### src/rtl/gate_ctrl.sv
// Purpose: debounced start/stop push-buttons arm a gate that opens on TICK and closes after GATE_TICKS ticks or on stop.
// Latency: key press -> event after 2 sync + DB_CYCLES debounce cycles; ON/OFF one cycle after the deciding TICK/stop.
// Backpressure: none; TICK and key events are consumed as they arrive, start events while busy are dropped.
module gate_ctrl #(
  parameter int DB_CYCLES  = 20000,
  parameter int GATE_TICKS = 1
) (
  input  logic i_clk,
  input  logic i_rst_n,
  input  logic i_key_start,
  input  logic i_key_stop,
  input  logic i_tick,
  output logic o_on,
  output logic o_off,
  output logic o_busy,
  output logic o_done
);

  localparam int              CW      = 20;
  localparam logic [CW-1:0]   DB_LAST = CW'(DB_CYCLES - 1);
  localparam logic [7:0]      GT      = 8'(GATE_TICKS);

  localparam logic [1:0] S_IDLE = 2'd0;
  localparam logic [1:0] S_ARM  = 2'd1;
  localparam logic [1:0] S_OPEN = 2'd2;

  // Index 0 is the start key, index 1 the stop key.
  logic [1:0]    w_key;
  logic [1:0]    r_sync1;
  logic [1:0]    r_sync2;
  logic [1:0]    r_db;
  logic [1:0]    r_db_d;
  logic [CW-1:0] r_db_cnt [2];

  logic [1:0]    r_state;
  logic [7:0]    r_tcnt;
  logic [7:0]    w_tcnt_inc;
  logic          w_start_ev;
  logic          w_stop_ev;
  logic          w_final_tick;
  logic          r_on;
  logic          r_off;
  logic          r_busy;
  logic          r_done;

  assign w_key = {i_key_stop, i_key_start};

  // Synchronize both keys, then accept a new level only after it has differed for DB_CYCLES consecutive cycles.
  always_ff @(posedge i_clk or negedge i_rst_n) begin
    if (!i_rst_n) begin
      r_sync1 <= '0;
      r_sync2 <= '0;
      r_db    <= '0;
      r_db_d  <= '0;
      for (int k = 0; k < 2; k++) r_db_cnt[k] <= '0;
    end else begin
      r_sync1 <= w_key;
      r_sync2 <= r_sync1;
      r_db_d  <= r_db;
      for (int k = 0; k < 2; k++) begin
        if (r_sync2[k] == r_db[k]) begin
          r_db_cnt[k] <= '0;
        end else if (r_db_cnt[k] == DB_LAST) begin
          r_db[k]     <= r_sync2[k];
          r_db_cnt[k] <= '0;
        end else begin
          r_db_cnt[k] <= r_db_cnt[k] + 1'b1;
        end
      end
    end
  end

  // Press events are one-cycle strobes on the rising edge of the debounced level; releases are ignored.
  assign w_start_ev   = r_db[0] & ~r_db_d[0];
  assign w_stop_ev    = r_db[1] & ~r_db_d[1];
  assign w_tcnt_inc   = r_tcnt + 8'd1;
  // The completing tick wins over a coincident stop so the window still counts as finished.
  assign w_final_tick = i_tick && (w_tcnt_inc == GT);

  // Gate sequencing: IDLE -> ARM on start, ARM -> OPEN on tick (ON pulse), OPEN -> IDLE on last tick or stop (OFF pulse).
  always_ff @(posedge i_clk or negedge i_rst_n) begin
    if (!i_rst_n) begin
      r_state <= S_IDLE;
      r_tcnt  <= '0;
      r_on    <= 1'b0;
      r_off   <= 1'b0;
      r_busy  <= 1'b0;
      r_done  <= 1'b0;
    end else begin
      r_on  <= 1'b0;
      r_off <= 1'b0;
      case (r_state)
        S_IDLE: begin
          if (w_start_ev && !w_stop_ev) begin
            r_state <= S_ARM;
            r_busy  <= 1'b1;
            r_done  <= 1'b0;
          end
        end
        S_ARM: begin
          if (w_stop_ev) begin
            r_state <= S_IDLE;
            r_busy  <= 1'b0;
          end else if (i_tick) begin
            r_state <= S_OPEN;
            r_tcnt  <= '0;
            r_on    <= 1'b1;
          end
        end
        S_OPEN: begin
          if (w_final_tick) begin
            r_state <= S_IDLE;
            r_tcnt  <= w_tcnt_inc;
            r_busy  <= 1'b0;
            r_off   <= 1'b1;
            r_done  <= 1'b1;
          end else if (w_stop_ev) begin
            r_state <= S_IDLE;
            r_busy  <= 1'b0;
            r_off   <= 1'b1;
          end else if (i_tick) begin
            r_tcnt  <= w_tcnt_inc;
          end
        end
        default: begin
          r_state <= S_IDLE;
          r_busy  <= 1'b0;
        end
      endcase
    end
  end

  assign o_on   = r_on;
  assign o_off  = r_off;
  assign o_busy = r_busy;
  assign o_done = r_done;

endmodule
### config.mk
export PLATFORM = sky130hd
export DESIGN_NAME = gate_ctrl
export DESIGN_NICKNAME = d
export VERILOG_FILES = /design/src/rtl/gate_ctrl.sv
export SDC_FILE = /design/constraint.sdc
export NUM_CORES = 1
export LEC_CHECK = 0
export BUFFER_PORTS_ARGS = -buffer_cell sky130_fd_sc_hd__clkbuf_2
export CAP_MARGIN = 20
export CORE_MARGIN = 1.5
export CORE_UTILIZATION = 50
export CTS_CLUSTER_DIAMETER = 150
export CTS_CLUSTER_SIZE = 10
export DETAILED_ROUTE_END_ITERATION = 12
export PLACE_DENSITY = 0.63
export SETUP_SLACK_MARGIN = 0.2
export SLEW_MARGIN = 10
export SYNTH_ARGS = -nofsm -noshare
export SYNTH_HDL_FRONTEND = slang
export SYNTH_SLANG_ARGS = --single-unit
### constraint.sdc
create_clock -name i_clk -period 3.3 [get_ports i_clk]
set_input_delay 0.66 -clock i_clk [delete_from_list [all_inputs] [get_ports i_clk]]
set_output_delay 0.66 -clock i_clk [all_outputs]
set_load 0.01 [all_outputs]
==> impl_metrics.py <==
metrics = {
    "placed_design": {
        "routabilityCongestion": 0.809,
        "io_buffers": 8,
        "dpl-instance-area_um2": 3170,
        "dp_slack_ns": 0.759,
        "dp_hpwl_mm": 3.73,
    },
    "clock_tree": {
        "cts-root-buf": "clkbuf_8",
        "cts_tree": "yes",
        "cts_buffer_depth": 2,
        "numCtsBuffers": 9,
        "ctsHoldBuffers": 0,
        "cts_resized": 0,
        "insertion_delay_ns": 0.34,
        "clkSinkCount": 62,
        "htree_levels": 3,
        "cts_setup_buffers": 0,
        "clkSlewWorstSetupHoldPaths_ns": 0.06,
    },
    "worst_setup_path": {
        "cp_cell_sequence": "ha_1 > and3_1 > o2111ai_1 > a2111oi_4 > o221ai_2 > a221o_1",
        "critPathCaptureType": "flop",
        "critical_path_buf_inv_count": 0,
        "critPathKind": "reg2reg",
        "path_delay_family": "compound AO/OA/AOI/OAI gates",
        "cp_max_fo": 9,
        "slowest_delay_ns": 0.64,
        "start_kind": "flop",
        "required_ns": 3.51,
        "cp.arrival_ns": 2.76,
        "cp_slowest_cell": "a2111oi_4",
    },
    "power": {
        "p_per_area_nw_per_um2": 523,
        "total_leakage_power_nw": 1.40,
        "vdd_drop_max_uv": 598,
        "power_w": 0.00175,
    },
    "yosys": {
        "synth_nets": 326,
        "yosys.area.top_type": "dfrtp_1",
        "synthDistinctLibCells": 43,
        "synthCells": 317,
        "ys_seq_area_share_pct": 50.5,
        "synth_common_cells": "62 x dfrtp_1, 62 x nor2_1, 27 x nand2_1",
        "avgSynthCellArea_um2": 9.69,
        "synth_async_sr_flop_share_pct": 100,
        "synth-edff-count": 0,
        "syn_area_um2": 3070,
        "ys_ff_latch": 62,
        "synth_flop_cell": "dfrtp_1",
        "synth_top_area_share_pct": 50.5,
        "synthTopCellsByArea": "dfrtp_1 50%, nor2_1 7.6%, xnor2_1 6.3%",
        "ys.warnings.count": 0,
    },
    "cells_and_area": {
        "final_util_pct": 56.5,
        "drive_gt1_share_pct": 9.61,
        "nets": 337,
        "finalInstanceArea_um2": 3350,
        "diodes": 0,
        "area_growth_pct": 8.92,
    },
    "die": {
        "die-width_um": 81.4,
        "rows": 28,
        "die_height_um": 81.4,
        "start_util_pct": 51.9,
        "ios": 9,
        "die_area_um2": 6630,
        "core_area_um2": 5920,
    },
    "timing": {
        "skew_ns": 0.0103,
        "fin_setup_tns_ns": 0,
        "fmax_ghz": 0.392,
        "finalSetupViolCount": 0,
        "rsz0062_at_grt": "no",
        "hold_viol": 0,
        "worst_pin_slew_ns": 0.930,
        "period_needed_ns": 2.55,
        "relSlewSlack_pct": 37.4,
        "worst_slack_ns": 0.748,
        "finalCritPeriodShare_pct": 77.3,
        "slew_violations": 0,
    },
    "detailed_routing": {
        "drt_pass1_iterations": 4,
        "vias_per_cell": 5.60,
        "drcViolationCount": 0,
        "vias": 2283,
        "drt-initial-drc-count": 114,
        "ant_nets": 0,
        "drt-total-wl_mm": 5.75,
        "routedWlPerCell_um": 14.1,
    },
    "global_routing": {
        "grt_overflow_total": 0,
        "grt_use_total_pct": 20.1,
        "grt_pass1_wl_mm": 10.1,
        "grt_pass1_vias": 2227,
        "grt_max_degree": 63,
        "antenna_found_initial": 0,
    },
    "run": {
        "cap_violations": 0,
    },
    "run_status": {
        "outcome": "finished, final reports clean",
    },
    "worst_hold_path": {
        "hold_path_class": "reg2reg",
    },
}
[cell type report]
cell class / instances / area, µm²
Clock buffer: 11 / 131
Clock inverter: 5 / 50.0
Fill cell: 531 / 2570
Inverter: 12 / 45.0
Multi-Input combinational cell: 234 / 1430
Sequential cell: 62 / 1550
Tap cell: 75 / 93.8
Timing Repair Buffer: 9 / 47.5
[final timing paths]
kind | from | end | slack [ns] | cells past startpoint
worst max register to register | r_tcnt[0] | r_tcnt[7] | 0.75 | 6
worst max-delay path | r_tcnt[0] | r_tcnt[7] | 0.75 | 6
worst min-delay path | r_sync1[0] | r_sync2[0] | 0.35 | 0
min in group asynchronous | i_rst_n | r_db_cnt[5] | 0.49 | 2
worst min register to register | r_sync1[0] | r_sync2[0] | 0.35 | 0
max in group asynchronous | i_rst_n | r_db_cnt[37] | 2.29 | 2
[per-stage QoR]
step | std cells | hold slack [ns]
2_1_floorplan | 317 | 0.331
3_3_place_gp | 392 | 0.333
3_5_place_dp | 392 | 0.335
4_1_cts | 408 | 0.361
5_1_grt | 408 | 0.371
6_report | 408 | 0.353
[worst register-to-register path, stage by stage, from the launching register on]
cell,delay (ns)
dfrtp_1,0.47
ha_1,0.35
and3_1,0.20
o2111ai_1,0.17
a2111oi_4,0.64
o221ai_2,0.21
a221o_1,0.40
[state kept, by name, indices dropped and copies added (netlist names)]
register	flops
o_off	1
r_tcnt	8
o_done	1
r_sync2	2
r_state	2
r_db_d	2
r_db	2
r_sync1	2
o_busy	1
o_on	1
r_db_cnt	40
[power breakdown]
group / switching (W) / leakage (nW) / internal, W
Clock: 0.000284 / 0.0968 / 0.000344
Sequential: 0.0000964 / 0.825 / 0.000813
Combinational: 0.000117 / 0.474 / 0.0000975
[metal layers]
metal	up-vias	global-route usage, %	routed length, µm
met5	-	0	0
met2	34	32.4	2730
met1	1123	26.2	2780
li1	1117	-	-
met3	9	5.06	166
met4	0	7.24	74
[placed cells by master, fill, tap and decap left out, drive strengths merged, types with 3 or more instances in the layout]
cell    count
a221o       6
and3        7
clkbuf     19
clkinv      4
dfrtp      62
ha          4
inv        12
nand2      27
nand3      15
nand4      10
nor2       62
nor3       16
nor4        9
o21ai       6
or2         3
or4b        3
xnor2      22
xor2       16
[cell families after synthesis]
kind of cell | share of synthesized area [%]
xor gates and xnor gates | 10.8
buffers and inverters | 3.05
adders and majority gates | 1.63
DFF | 50.5
AOI/OAI and AO/OA | 7.98
muxes | 0.733
and+or+nand+nor | 25.3
No activity file was read; power rests on OpenSTA's default activity.
